### src/rtl/block_readout.sv
`default_nettype none
// ============================================================================
// block_readout : streams one 2^WIDTH-pixel block from a synchronous RAM
// through a 2-entry FIFO onto a valid/ready port.            Rev 1.0
// ============================================================================
module block_readout #(
  parameter int WIDTH  = 9,
  parameter int DATA_W = 8
) (
  input  logic              clk,
  input  logic              rst,
  input  logic              start,
  output logic              busy,
  output logic              rd_en,
  output logic [WIDTH-1:0]  rd_addr,
  input  logic [DATA_W-1:0] rd_data,
  output logic              out_valid,
  input  logic              out_ready,
  output logic [DATA_W-1:0] out_data,
  output logic              out_last,
  output logic              done
);

  typedef enum logic [1:0] {
    S_IDLE  = 2'd0,
    S_READ  = 2'd1,
    S_DRAIN = 2'd2
  } state_t;

  state_t            state_q, state_d;
  logic [WIDTH:0]    addr_q, addr_d;
  logic [WIDTH:0]    addr_next_w;
  logic              infl_q;        // read issued last cycle, its data is on rd_data now
  logic              infl_last_q;
  logic [DATA_W-1:0] mem_q [2];
  logic [1:0]        last_q;
  logic              rptr_q, wptr_q;
  logic [1:0]        cnt_q;
  logic              done_q;
  logic              hs_w, rd_en_w;
  logic [2:0]        load_w;

  always_comb begin
    state_d     = state_q;
    addr_d      = addr_q;
    addr_next_w = addr_q + (WIDTH+1)'(1);
    hs_w        = (cnt_q != 2'd0) && out_ready;
    // Entries that will still occupy the FIFO after this cycle's push/pop.
    load_w      = 3'(cnt_q) + 3'(infl_q) - 3'(hs_w);
    rd_en_w     = (state_q == S_READ) && (load_w < 3'd2);
    case (state_q)
      S_IDLE: begin
        if (start) begin
          state_d = S_READ;
          addr_d  = '0;
        end
      end
      S_READ: begin
        if (rd_en_w) begin
          addr_d = addr_next_w;
          if (addr_next_w[WIDTH]) state_d = S_DRAIN;
        end
      end
      S_DRAIN: begin
        if (hs_w && last_q[rptr_q]) state_d = S_IDLE;
      end
      default: state_d = S_IDLE;
    endcase
  end

  always_ff @(posedge clk or posedge rst) begin
    if (rst) begin
      state_q     <= S_IDLE;
      addr_q      <= '0;
      infl_q      <= 1'b0;
      infl_last_q <= 1'b0;
      mem_q[0]    <= '0;
      mem_q[1]    <= '0;
      last_q      <= '0;
      rptr_q      <= 1'b0;
      wptr_q      <= 1'b0;
      cnt_q       <= 2'd0;
      done_q      <= 1'b0;
    end else begin
      state_q     <= state_d;
      addr_q      <= addr_d;
      infl_q      <= rd_en_w;
      infl_last_q <= rd_en_w && addr_next_w[WIDTH];
      if (infl_q) begin
        mem_q[wptr_q]  <= rd_data;
        last_q[wptr_q] <= infl_last_q;
        wptr_q         <= ~wptr_q;
      end
      if (hs_w) rptr_q <= ~rptr_q;
      cnt_q  <= cnt_q + {1'b0, infl_q} - {1'b0, hs_w};
      done_q <= hs_w && last_q[rptr_q];
    end
  end

  assign busy      = (state_q != S_IDLE);
  assign rd_en     = rd_en_w;
  assign rd_addr   = addr_q[WIDTH-1:0];
  assign out_valid = (cnt_q != 2'd0);
  assign out_data  = mem_q[rptr_q];
  assign out_last  = out_valid && last_q[rptr_q];
  assign done      = done_q;

endmodule
`default_nettype wire

### config.mk
export PLATFORM = sky130hd
export DESIGN_NAME = block_readout
export DESIGN_NICKNAME = d
export VERILOG_FILES = /design/src/rtl/block_readout.sv
export SDC_FILE = /design/constraint.sdc
export NUM_CORES = 1
export LEC_CHECK = 0
export CAP_MARGIN = 40
export CORE_ASPECT_RATIO = 0.8
export CORE_MARGIN = 1.5
export CORE_UTILIZATION = 51
export CTS_BUF_LIST = sky130_fd_sc_hd__clkbuf_16
export DETAILED_ROUTE_END_ITERATION = 10
export GPL_ROUTABILITY_DRIVEN = 0
export PLACE_DENSITY = 0.84
export SLEW_MARGIN = 20
export SYNTH_ARGS = -nofsm -noshare
export SYNTH_HDL_FRONTEND = slang
export SYNTH_SLANG_ARGS = --single-unit
### constraint.sdc
create_clock -name clk -period 3.5 [get_ports clk]
set_input_delay 0.525 -clock clk [delete_from_list [all_inputs] [get_ports clk]]
set_output_delay 0.525 -clock clk [all_outputs]
set_load 0.01 [all_outputs]
==> run summary <==
CP max stage delay = 0.50 ns
Synth Area in Compound Gates = 3.70%
largest family of logic cells by synthesized area = multiplexers
layout cell share with drive strength beyond 1 = 26.6%
Post-DP HPWL = 2.52 mm
Top-Level Pins = 34
Lkg Pwr = 1.10 nW
mean area per synthesized cell = 12.1 sq um
vias in the first global route = 1357
async set-reset flop share out of synthesis = 100%
Final nets = 199
Max Clk Rate = 297 MHz
total grt overflow = 0
die area = 3810 sq um
Final setup viols = 0
post-synthesis sequential area ratio = 52.7%
CP Launch Type = register
antenna diode count = 0
CP Cell Sequence = or2_2 -> nand2_1 -> inv_1 -> ha_1 -> inv_1 -> ha_1 -> fa_1 -> nor3b_2 -> nand2_4 -> inv_1 -> dlygate4sd2_1
Worst Hold Slack = 0.504 ns
P_int = 1.04 mW
CP Launch Point = cnt_q[0]$_DFF_PP0_
Root Buffer = clkbuf_16
Max-Slew Margin vs Limit = 68.3%
fin crit period = 3.36 ns
Slew Viols, Final = 0
residual DRC count = 0
Final Hold Viols = 0
via density per instance = 5.63
share of power burned in registers = 35.1%
final WL = 3.72 mm
syn nets = 161
Slowest-stage cell, CP = fa_1
Reg clk slew, reported paths = 0.05 ns
Psw = 0.341 mW
Chip Width = 68.6 um
simple-gate share of the synthesized area = 12.0%
DRT antenna net count = 0
Ys Warns = 0
Worst-Skew Late Latency = 0.28 ns
Port Buffer Count = 33
most frequent CP cell = inv_1
Slew @ Worst Pin = 0.476 ns
Post-synth EDFFs = 0
most frequent cells in the layout = dfrtp_1 (37), clkdlybuf4s50_1 (32), mux2_2 (26)
Crit Path Max Fanout = 4
combinational share of power = 23.3%
fin crit share = 96.1%
Worst EP arrival = 2.84 ns
Post-Synth XOR/XNOR Area = 4.41%
H-tree levels = 2
cell count after synthesis = 145
Clk pwr share = 41.7%
hold path startpoint = mem_q[7]$_DFFE_PP0P_
Syn Std Cell Area = 1760 sq um
initial core utilization = 55.4%
synthesis-to-finish area growth = 32.0%
most common cell after layout, fill and taps aside = dfrtp_1
routed length per instance = 16.6 um
vias post-DR = 1260
Peak VDD IR = 401 uV
Crit Path Class = register to output port
CP top delay family = adder cells
die outline height = 55.5 um
min-delay worst type = register to register
CTS tree = yes
max cap viols = 0
Primary FF master, synth = dfrtp_1
status = completed
TritonCTS sink count = 37
core area = 3180 sq um
worst flop-to-flop path startpoint = cnt_q[0]$_DFF_PP0_
Setup TNS = 0 ns
critical path data required time = 2.97 ns
post-synthesis mux area share = 17.8%
P per Cell Area = 595 nW/um^2
worst-case clock buffer depth = 2
hold buffer count at CTS = 0
Sw Ratio = 24.7%
largest net degree at the start of global routing = 38
Netlist cell types = 33
RSZ-0062 raised after global routing = no
utilization after layout = 73.0%
GRT Util Overall = 22.7%
crit path capture type = output port
Cell Rows = 18
crit path buf inv count = 4
CTS buffer count = 5
initial antenna violation count = 0
first-pass GRT wire length = 6.33 mm
Clock Skew = 0.00410 ns
post-synthesis adder-cell area fraction = 3.27%
flops & latches, synth = 37
DR iter-0 viols = 67
First-pass DRT Iterations = 4
worst reg2reg max path, cell delays in order (launching register included):
cell and delay [ns]:
dfrtp_1 0.37, or2_2 0.31, nand2_1 0.09, inv_1 0.05
ha_1 0.27, inv_1 0.04, ha_1 0.18, fa_1 0.50
nor3b_2 0.31, nand2_4 0.08, buf_4 0.17, or4_1 0.49
a21oi_1 0.21
cells in the mapped netlist, drive strengths merged (2+ instances only):
cell,instances,area (sq um)
nor2,6,22.5
nand3,6,30.0
xor2,5,51.3
nand2,11,48.8
xnor2,3,26.3
ha,3,37.5
mux2i,2,20.0
dfrtp,37,926
buf,9,67.6
o21ai,3,15.0
a21oi,3,15.0
inv,9,33.8
or4,2,15.0
nand4,3,18.8
clkbuf,2,7.51
mux2,26,293
repair_timing:
item                       in CTS  in global routing
gates resized for setup         1                  0
setup buffers                   1                  0
setup endpoints to repair       1                  0
area by class of cell:
class                   instances  area (sq um)
repair buffers                 42           397
clock buffers                   5           125
clock inverters                 3          65.1
fillers                       198           856
multi-input cells              88           723
well taps                      40          50.0
inverters                       9          33.8
flip-flops and latches         37           926
per-layer routing:
metal	vias to the layer above	global-route usage [%]	routed length, um
met4	0	12.6	85
met5	-	0	0
li1	569	-	-
met3	11	4.89	197
met1	629	29.0	1600
met2	51	35.0	1840
power by group through the flow:
stage / clock [mW] / sequential, mW / combinational [mW]
detailed placement: 0 / 0.491 / 0.314
finish: 0.576 / 0.484 / 0.321
CTS: 0.580 / 0.484 / 0.319
global placement: 0 / 0.489 / 0.306
global route: 0.606 / 0.488 / 0.346
floorplan: 0 / 0.472 / 0.194
stage by stage:
stage	setup WS (ns)	instances	total power [mW]	cell area, sq um
finish	0.136	224	1.38	2320
global route	0.0105	224	1.44	2320
CTS	0.140	223	1.38	2310
detailed placement	-0.0333	214	0.805	2120
global placement	-0.00655	214	0.795	2120
floorplan	0.572	145	0.666	1760
state kept, by name (all words and copies together) (netlist names):
| register | cells |
|---|---|
| state_q | 2 |
| cnt_q | 2 |
| wptr_q | 1 |
| last_q | 2 |
| infl_q | 1 |
| done | 1 |
| rptr_q | 1 |
| infl_last_q | 1 |
| mem_q | 16 |
| addr_q | 10 |
cells by family (layout without fill, tap and decap cells):
group | Yosys count | in the layout
AO/OA/AOI/OAI | 10 | 10
buffers and inverters | 20 | 59
AND/OR/NAND/NOR | 38 | 38
multiplexers | 28 | 28
adder cells (fa/ha/maj) | 4 | 4
flip-flops | 37 | 37
XOR/XNOR | 8 | 8
path summary, 6_finish.rpt:
check	end	slack [ns]	cells past startpoint
worst max-delay path	rd_en	0.14	11
worst min-delay path	mem_q[7]$_DFFE_PP0P_	0.50	1
worst max register to register	addr_q[7]$_DFFE_PP0P_	0.35	12
worst min register to register	mem_q[7]$_DFFE_PP0P_	0.50	1
max in group asynchronous	mem_q[3]$_DFFE_PP0P_	2.52	3
min in group asynchronous	mem_q[8]$_DFFE_PP0P_	0.66	3
No activity file was read; power rests on OpenSTA's default activity.
